`src/rtl/panic_class_scheduler.sv`:
```
// panic_class_scheduler
// Packet-granular weighted round-robin arbiter. It merges N_CLASS per-class
// AXI streams into one stream toward the DMA. Each class has a per-epoch beat
// budget. A class that has used up its budget is throttled until the next
// epoch boundary. In work-conserving mode a throttled class may still send
// when no in-budget class has data.
//
// Ports:
//   clk, rst             clock; asynchronous active-low reset
//   s_axis_*             N_CLASS input streams, class i in slice i
//   m_axis_*             merged output stream, zero-latency pass-through
//   m_flow_class         class index of the beat on m_axis
//   cfg_credit           per-class beat budget per epoch (0 = unlimited)
//   cfg_work_conserving  serve throttled classes when nothing in-budget is valid
//   epoch_tick           one-cycle pulse on the last cycle of each epoch
//   class_throttled      registered per-class "usage >= budget" flag
//   dbg_state            FSM state (0 = IDLE, 1 = BUSY)
//
// Handshake: a beat transfers on a rising clk edge where tvalid && tready.
// tready never depends on tvalid of the same stream. Sources must hold
// tvalid and the payload stable until the beat transfers.
module panic_class_scheduler #(
    parameter int AXIS_DATA_WIDTH = 256,
    parameter int AXIS_KEEP_WIDTH = AXIS_DATA_WIDTH / 8,
    parameter int N_CLASS         = 5,
    parameter int CLASS_WIDTH     = 5,
    parameter int CREDIT_WIDTH    = 16,
    parameter int EPOCH_LOG       = 10
) (
    input  logic                                clk,
    input  logic                                rst,
    input  logic [N_CLASS*AXIS_DATA_WIDTH-1:0]  s_axis_tdata,
    input  logic [N_CLASS*AXIS_KEEP_WIDTH-1:0]  s_axis_tkeep,
    input  logic [N_CLASS-1:0]                  s_axis_tvalid,
    output logic [N_CLASS-1:0]                  s_axis_tready,
    input  logic [N_CLASS-1:0]                  s_axis_tlast,
    output logic [AXIS_DATA_WIDTH-1:0]          m_axis_tdata,
    output logic [AXIS_KEEP_WIDTH-1:0]          m_axis_tkeep,
    output logic                                m_axis_tvalid,
    input  logic                                m_axis_tready,
    output logic                                m_axis_tlast,
    output logic [CLASS_WIDTH-1:0]              m_flow_class,
    input  logic [N_CLASS*CREDIT_WIDTH-1:0]     cfg_credit,
    input  logic                                cfg_work_conserving,
    output logic                                epoch_tick,
    output logic [N_CLASS-1:0]                  class_throttled,
    output logic                                dbg_state
);

    typedef enum logic {IDLE = 1'b0, BUSY = 1'b1} state_t;

    state_t                   state_q, state_d;
    logic [CLASS_WIDTH-1:0]   grant_q, grant_d;
    logic [CLASS_WIDTH-1:0]   rr_ptr_q, rr_ptr_d;
    logic [CREDIT_WIDTH-1:0]  usage_q [N_CLASS];
    logic [CREDIT_WIDTH-1:0]  usage_d [N_CLASS];
    logic [EPOCH_LOG-1:0]     epoch_q, epoch_d;
    logic [N_CLASS-1:0]       throttled_q, throttled_d;

    logic [N_CLASS-1:0]       eligible;
    logic [N_CLASS-1:0]       pool;
    logic                     cand_found;
    logic [CLASS_WIDTH-1:0]   cand_idx;
    logic                     beat_fire;

    // Candidate selection: in-budget classes first; in work-conserving mode
    // fall back to every valid class. Scan starts one past the last winner.
    always_comb begin
        eligible   = '0;
        cand_found = 1'b0;
        cand_idx   = '0;
        for (int i = 0; i < N_CLASS; i++) begin
            eligible[i] = s_axis_tvalid[i] &&
                ((cfg_credit[i*CREDIT_WIDTH +: CREDIT_WIDTH] == '0) ||
                 (usage_q[i] < cfg_credit[i*CREDIT_WIDTH +: CREDIT_WIDTH]));
        end
        if (eligible != '0) begin
            pool = eligible;
        end else if (cfg_work_conserving) begin
            pool = s_axis_tvalid;
        end else begin
            pool = '0;
        end
        for (int k = 0; k < N_CLASS; k++) begin
            int idx;
            idx = int'(rr_ptr_q) + 1 + k;
            if (idx >= N_CLASS) idx = idx - N_CLASS;
            if (!cand_found && pool[idx]) begin
                cand_found = 1'b1;
                cand_idx   = CLASS_WIDTH'(idx);
            end
        end
    end

    // FSM: state register
    always_ff @(posedge clk or negedge rst) begin
        if (!rst) begin
            state_q  <= IDLE;
            grant_q  <= '0;
            rr_ptr_q <= CLASS_WIDTH'(N_CLASS - 1);
        end else begin
            state_q  <= state_d;
            grant_q  <= grant_d;
            rr_ptr_q <= rr_ptr_d;
        end
    end

    // FSM: next state. The grant is held until the tlast beat transfers,
    // even if the budget runs out mid-packet.
    always_comb begin
        state_d  = state_q;
        grant_d  = grant_q;
        rr_ptr_d = rr_ptr_q;
        case (state_q)
            IDLE: begin
                if (cand_found) begin
                    grant_d  = cand_idx;
                    rr_ptr_d = cand_idx;
                    state_d  = BUSY;
                end
            end
            BUSY: begin
                if (beat_fire && m_axis_tlast) state_d = IDLE;
            end
            default: state_d = IDLE;
        endcase
    end

    // FSM: outputs. Pure combinational pass-through of the granted class.
    always_comb begin
        m_axis_tdata  = '0;
        m_axis_tkeep  = '0;
        m_axis_tvalid = 1'b0;
        m_axis_tlast  = 1'b0;
        m_flow_class  = '0;
        s_axis_tready = '0;
        if (state_q == BUSY) begin
            m_flow_class = grant_q;
            for (int i = 0; i < N_CLASS; i++) begin
                if (grant_q == CLASS_WIDTH'(i)) begin
                    m_axis_tdata     = s_axis_tdata[i*AXIS_DATA_WIDTH +: AXIS_DATA_WIDTH];
                    m_axis_tkeep     = s_axis_tkeep[i*AXIS_KEEP_WIDTH +: AXIS_KEEP_WIDTH];
                    m_axis_tvalid    = s_axis_tvalid[i];
                    m_axis_tlast     = s_axis_tlast[i];
                    s_axis_tready[i] = m_axis_tready;
                end
            end
        end
    end

    assign beat_fire  = m_axis_tvalid && m_axis_tready;
    assign epoch_tick = &epoch_q;
    assign dbg_state  = (state_q == BUSY);

    // Usage and epoch bookkeeping. On the epoch boundary every counter
    // restarts; a beat in that same cycle counts toward the new epoch.
    always_comb begin
        epoch_d     = epoch_q + EPOCH_LOG'(1);
        throttled_d = '0;
        for (int i = 0; i < N_CLASS; i++) begin
            logic beat_i;
            beat_i = beat_fire && (grant_q == CLASS_WIDTH'(i));
            usage_d[i] = usage_q[i];
            if (epoch_tick) begin
                usage_d[i] = beat_i ? CREDIT_WIDTH'(1) : '0;
            end else if (beat_i && (usage_q[i] != '1)) begin
                usage_d[i] = usage_q[i] + CREDIT_WIDTH'(1);
            end
            throttled_d[i] = (cfg_credit[i*CREDIT_WIDTH +: CREDIT_WIDTH] != '0) &&
                             (usage_d[i] >= cfg_credit[i*CREDIT_WIDTH +: CREDIT_WIDTH]);
        end
    end

    always_ff @(posedge clk or negedge rst) begin
        if (!rst) begin
            epoch_q     <= '0;
            throttled_q <= '0;
            for (int i = 0; i < N_CLASS; i++) usage_q[i] <= '0;
        end else begin
            epoch_q     <= epoch_d;
            throttled_q <= throttled_d;
            for (int i = 0; i < N_CLASS; i++) usage_q[i] <= usage_d[i];
        end
    end

    assign class_throttled = throttled_q;

endmodule

```
`config.mk`:
```
export PLATFORM = sky130hd
export DESIGN_NAME = panic_class_scheduler
export DESIGN_NICKNAME = d
export VERILOG_FILES = /design/src/rtl/panic_class_scheduler.sv
export SDC_FILE = /design/constraint.sdc
export NUM_CORES = 1
export LEC_CHECK = 0
export BUFFER_PORTS_ARGS = -buffer_cell sky130_fd_sc_hd__buf_2
export CORE_AREA = 8 8 701 703
export CTS_CLUSTER_SIZE = 30
export DETAILED_ROUTE_END_ITERATION = 7
export DIE_AREA = 0 0 709 711
export PLACE_DENSITY = 0.3
export SLEW_MARGIN = 20
export SYNTH_ARGS = -nofsm -noshare
export SYNTH_HDL_FRONTEND = slang
export SYNTH_SLANG_ARGS = --single-unit
```
`constraint.sdc`:
```
create_clock -name clk -period 9.9 [get_ports clk]
set_input_delay 2.97 -clock clk [delete_from_list [all_inputs] [get_ports clk]]
set_output_delay 2.97 -clock clk [all_outputs]
set_load 0.02 [all_outputs]
```
-- After elaboration in Yosys (flattened, before gate mapping)
Index checks and enable logic that the tools add are counted.
- add/sub/neg operators: 16
- order comparisons: 20
- equal/unequal tests: 9
- mux-type cells: 81
- bitwise gates (word level): 1
- reductions and logical operators: 49
- operators with widths (operator ; number):
    2-to-1 mux 256 bit ; 6
    2-to-1 mux 32 bit ; 11
    < comparator 32 x 5 -> 1 bit, second input constant ; 5
    2-to-1 mux 16 bit ; 10
    greater-or-equal comparator 32 x 4 -> 1 bit, second input constant ; 4
    subtractor 32 x 4 -> 32 bit, second input constant ; 4
    adder 16 x 1 -> 16 bit, second input constant ; 5
    greater-or-equal comparator 16 bit ; 5
    zero test 16 bit ; 5
    < comparator 16 bit ; 5
    inequality test 16 bit, second input constant ; 5
    nonzero test 16 bit ; 5
    adder 32 x 3 -> 32 bit, second input constant ; 2
    2-to-1 mux 5 bit ; 9
    2-to-1 mux 1 bit ; 39
    adder 32 x 2 -> 32 bit, second input constant ; 1
    logical AND 1 bit ; 26
    binary-select mux 1 bit (select 3 bit) ; 5
    adder 10 x 1 -> 10 bit, second input constant ; 1
    == test 5 x 2 -> 1 bit, second input constant ; 2
    AND reduction 10 bit ; 1
    subtractor 7 x 3 -> 8 bit, second input constant ; 1
    adder 6 x 3 -> 7 bit, second input constant ; 1
    greater-or-equal comparator 7 x 3 -> 1 bit, second input constant ; 1
    10 further kinds ; 17
- register bits: 106
- input bits: 1534
- output and inout bits: 307
- logic and storage cells: 186

-- Depth between registers and ports, before layout
- depth after elaboration: 23
- depth in mapped cells: 28
- gate-level depth less buffers: 25

-- Worst setup path before layout
No wires, ideal clock.
- path type: input port to output port
- start point: in s_axis_tvalid[0]
- end point: out m_axis_tvalid
- data arrival time: 3.896 ns
- data required time: 6.930 ns
- setup slack: 3.034 ns
- stages on the path: 6
- cell sequence: nor2b_1 -> a221oi_1 -> a211oi_1 -> a211o_1 -> o21ai_1 -> nor2_1
- cells in the longest elaborated chain, start to end: 6
- RTL lines (item ; RTL line ; RTL):
    from (decl) ; 34 ; input logic [N_CLASS-1:0] s_axis_tvalid,
    2-to-1 mux 1 bit (5 in series) ; 140 ; if (grant_q == CLASS_WIDTH'(i)) begin
    2-to-1 mux 1 bit ; 137 ; if (state_q == BUSY) begin
    to (decl) ; 39 ; output logic m_axis_tvalid,
Every way passes these cells.

-- Worst setup path in the final report
- start point: reg grant_q[0]
- end point: out m_axis_tdata[129]
- cells in the longest elaborated chain, start to end: 7
- elaborated cells on any way between the ends: 11
- those cells by class: eq/ne (4); mux (6); reduce/logical (1)
- RTL lines (item ; RTL line ; RTL):
    from (decl) ; 53 ; logic [CLASS_WIDTH-1:0] grant_q, grant_d;
    from (signal assigned) ; 103 ; grant_q <= grant_d;
    zero test 5 bit ; 140 ;
    2-to-1 mux 256 bit (4 in series) ; 140 ;
    2-to-1 mux 256 bit (*) ; 140 ;
    2-to-1 mux 256 bit (*) ; 137 ;
    to (decl) ; 37 ; output logic [AXIS_DATA_WIDTH-1:0] m_axis_tdata,
Mark *: on every way between the ends. The rest lies on a longest branch, timed or not.

==> summary.txt <==
Die height -> 711 um
DR iter-0 viols -> 3,912
CP cell instances -> buf_4 -> ha_1 -> nor4b_4 -> buf_12 -> nor2_4 -> buf_12 -> buf_12 -> a221oi_1 -> nor3_1 -> a221oi_1 -> nor2_1 -> buf_2
GRT Residual Overflow -> 0
Via count of the routed design -> 36,822
LEAKAGE -> 17.2 nW
CTS Hold Bufs -> 0
Clock sinks -> 102
Largest net degree at the start of global routing -> 143
Clock Skew -> 0.0313 ns
Syn avg cell area -> 6.86 um2
Psw -> 5.69 mW
Fmax -> 118 MHz
Final nets -> 6,402
H-tree lvl count -> 3
Total track usage -> 0.164
Worst path buffer plus inverter count -> 5
Clock-pin slew on the worst setup and hold paths -> 0.08 ns
Root Buffer -> clkbuf_16
DR DRC count -> 0
First drt pass iteration count -> 6
Die width -> 709 um
Post-route setup TNS -> 0 ns
Ys async rst share -> 1.00
Post-layout util -> 0.0813
Comb pwr share -> 0.887
Final setup vio count -> 0
Post-Syn Area -> 20,500 um2
Max-slew violation count -> 0
Startpoint Class -> register
Sequential fraction of the synthesis area -> 0.124
Layout cells sized above 1 -> 0.438
Flop pwr share -> 0.059
Netlist cell types -> 105
Final Hold Vio Count -> 0
Internal power -> 2.68 mW
Clk Latency, worst-skew pair -> 0.42 ns
Period minus WS final -> 8.45 ns
CP dominant cell by count -> buf_12
Fill count -> 57,152
Sw Share -> 0.680
Critical path's slowest cell -> a221oi_1
Slew margin rel. -> 0.0895
Post-CTS setup buffer count -> 0
Worst Hold Class -> reg2reg
Crit-path max FO -> 54
#FFs+latches synth -> 102
Gpl congestion -> 0.978
Setup CP Type -> reg2out
IO Port Bufs -> 1,840
Cell count after synthesis -> 2,993
Initial antenna violation count -> 515
Post-Route WL -> 435,000 um
Critical Path AT -> 5.48 ns
Maximum vdd drop -> 0.000128 V
Max Cap Viol -> 0
Sequential Area -> 2550 um2
Area of the multi-input gates -> 16,600 um2
# rows -> 255
Top FF cell, synth -> dfrtp_1
CP Capture Type -> output port
Status -> finished clean
ANT nets after route -> 0
YS warnings -> 0
Global-route wire length before repair -> 513,000 um
CP Data Required Time -> 6.93 ns
Final Cycle Share -> 0.854
RSZ-0062 raised after global routing -> false
Critical Path Max Stage Delay -> 1.06 ns
Post-synth EDFFs -> 0
Initial Util -> 0.0428
Number of buffers created by CTS -> 9
Die Area -> 504,000 um2
Vias in the first global route -> 34,504
Pwr dens -> 214 nW/um2
CTS tree -> yes
WL/cell -> 38.3 um
Core Region -> 480,000 um2
Synthesis-to-layout area growth -> 90.0%
Syn nets -> 4,703
Post-CTS resize count -> 0
Clock Power Share -> 0.054
Clock buffer depth -> 2
IO Pins -> 1,841
DR vias/cell -> 3.24
Worst Tran Pin Value -> 1.36 ns
Hpwl dp -> 400,000 um
Largest delay share family, worst path -> compound AO/OA/AOI/OAI gates
## through the flow
step	cells	cell area, um2	hold slack (ns)	worst slack (ns)	power (mW)
floorplan	2993	20500	0.438	3.03	3.83
global placement	11105	38100	0.452	1.23	8.11
detailed placement	11106	38100	0.458	1.72	8.07
CTS	11122	38400	0.468	1.61	8.56
global route	11193	38600	0.489	1.49	8.90
finish	11364	39000	0.468	1.45	8.37
## cell usage after synthesis (all sizes together), types with 7 or more instances
library cell	count	share of area
xor2	53	0.023
and4	14	0.0060
or3	12	0.0037
a21oi	67	0.017
and3	26	0.0079
and2	7	0.0021
clkbuf	256	0.047
a21o	37	0.014
nor3	316	0.079
nand4	28	0.0088
dfrtp	101	0.12
inv	112	0.020
nand3	52	0.013
a211oi	12	0.0051
a221oi	583	0.25
o211ai	11	0.0045
nor4	29	0.0096
o21ai	51	0.013
xnor2	40	0.018
nor2	706	0.13
o21a	16	0.0058
o31ai	10	0.0039
mux2i	11	0.0054
nand2b	17	0.0052
a2111oi	7	0.0043
buf	31	0.0073
nand2	100	0.018
or2	7	0.0023
nor2b	11	0.0034
ha	176	0.11
## final cells by class
class | instances | share of cell area
Multi-Input combinational cell | 2491 | 0.425
Timing Repair Buffer | 1975 | 0.269
Tap cell | 6425 | 0.206
Sequential cell | 102 | 0.0654
Antenna cell | 242 | 0.0155
Inverter | 113 | 0.0111
Clock buffer | 10 | 0.00612
Clock inverter | 6 | 0.00260
## path summary, 6_finish.rpt
path                       startpoint                 end  slack [ns]  cells past startpoint
max                        grant_q[0]   m_axis_tdata[129]        1.45                     12
min                        epoch_q[5]          epoch_q[5]        0.47                      1
max reg2reg                grant_q[0]  class_throttled[0]        2.74                     26
min reg2reg                epoch_q[5]          epoch_q[5]        0.47                      1
max in group asynchronous         rst          usage_q[8]        5.88                      2
min in group asynchronous         rst         usage_q[56]        2.59                      1
## power groups by stage
stage / combinational, mW / sequential [mW] / clock, mW
5_1_grt: 7.91 / 0.495 / 0.488
6_report: 7.42 / 0.490 / 0.452
3_3_place_gp: 7.61 / 0.499 / 0
4_1_cts: 7.60 / 0.489 / 0.475
3_5_place_dp: 7.57 / 0.498 / 0
2_1_floorplan: 3.37 / 0.465 / 0
## metal layers
metal,track usage,share of wire,vias up,routed length [um]
met5,0,0.0029,-,1280
met2,0.264,0.45,2574,194000
li1,-,-,15322,-
met3,0.0765,0.11,788,49400
met4,0.0321,0.027,206,11900
met1,0.200,0.41,17932,178000
## cells in the final DEF, fill, tap and decap left out, types with 21 or more instances in the layout
| master | instances |
|---|---|
| o21ai_0 | 44 |
| xnor2_1 | 38 |
| a221oi_1 | 577 |
| and3_1 | 25 |
| buf_2 | 1839 |
| nand3_1 | 51 |
| buf_4 | 115 |
| nand2_1 | 99 |
| buf_12 | 21 |
| diode_2 | 242 |
| a21oi_1 | 66 |
| inv_1 | 107 |
| nand4_1 | 27 |
| xor2_1 | 52 |
| nor2_1 | 704 |
| a21o_1 | 37 |
| ha_1 | 176 |
| nor3_1 | 303 |
| dfrtp_1 | 101 |
| nor4_1 | 27 |
## cells by family after synthesis
family / share of synthesized area
and+or+nand+nor: 0.297
muxes: 0.00701
xor gates and xnor gates: 0.0424
buffers and inverters: 0.0747
DFF: 0.124
adders and majority gates: 0.107
AOI/OAI and AO/OA: 0.347
## registers in the layout (all words and copies together) (netlist names)
register / flops
rr_ptr_q: 1
class_throttled: 5
usage_q: 80
dbg_state: 1
grant_q: 5
epoch_q: 10
(Power assumes the default switching activity.)
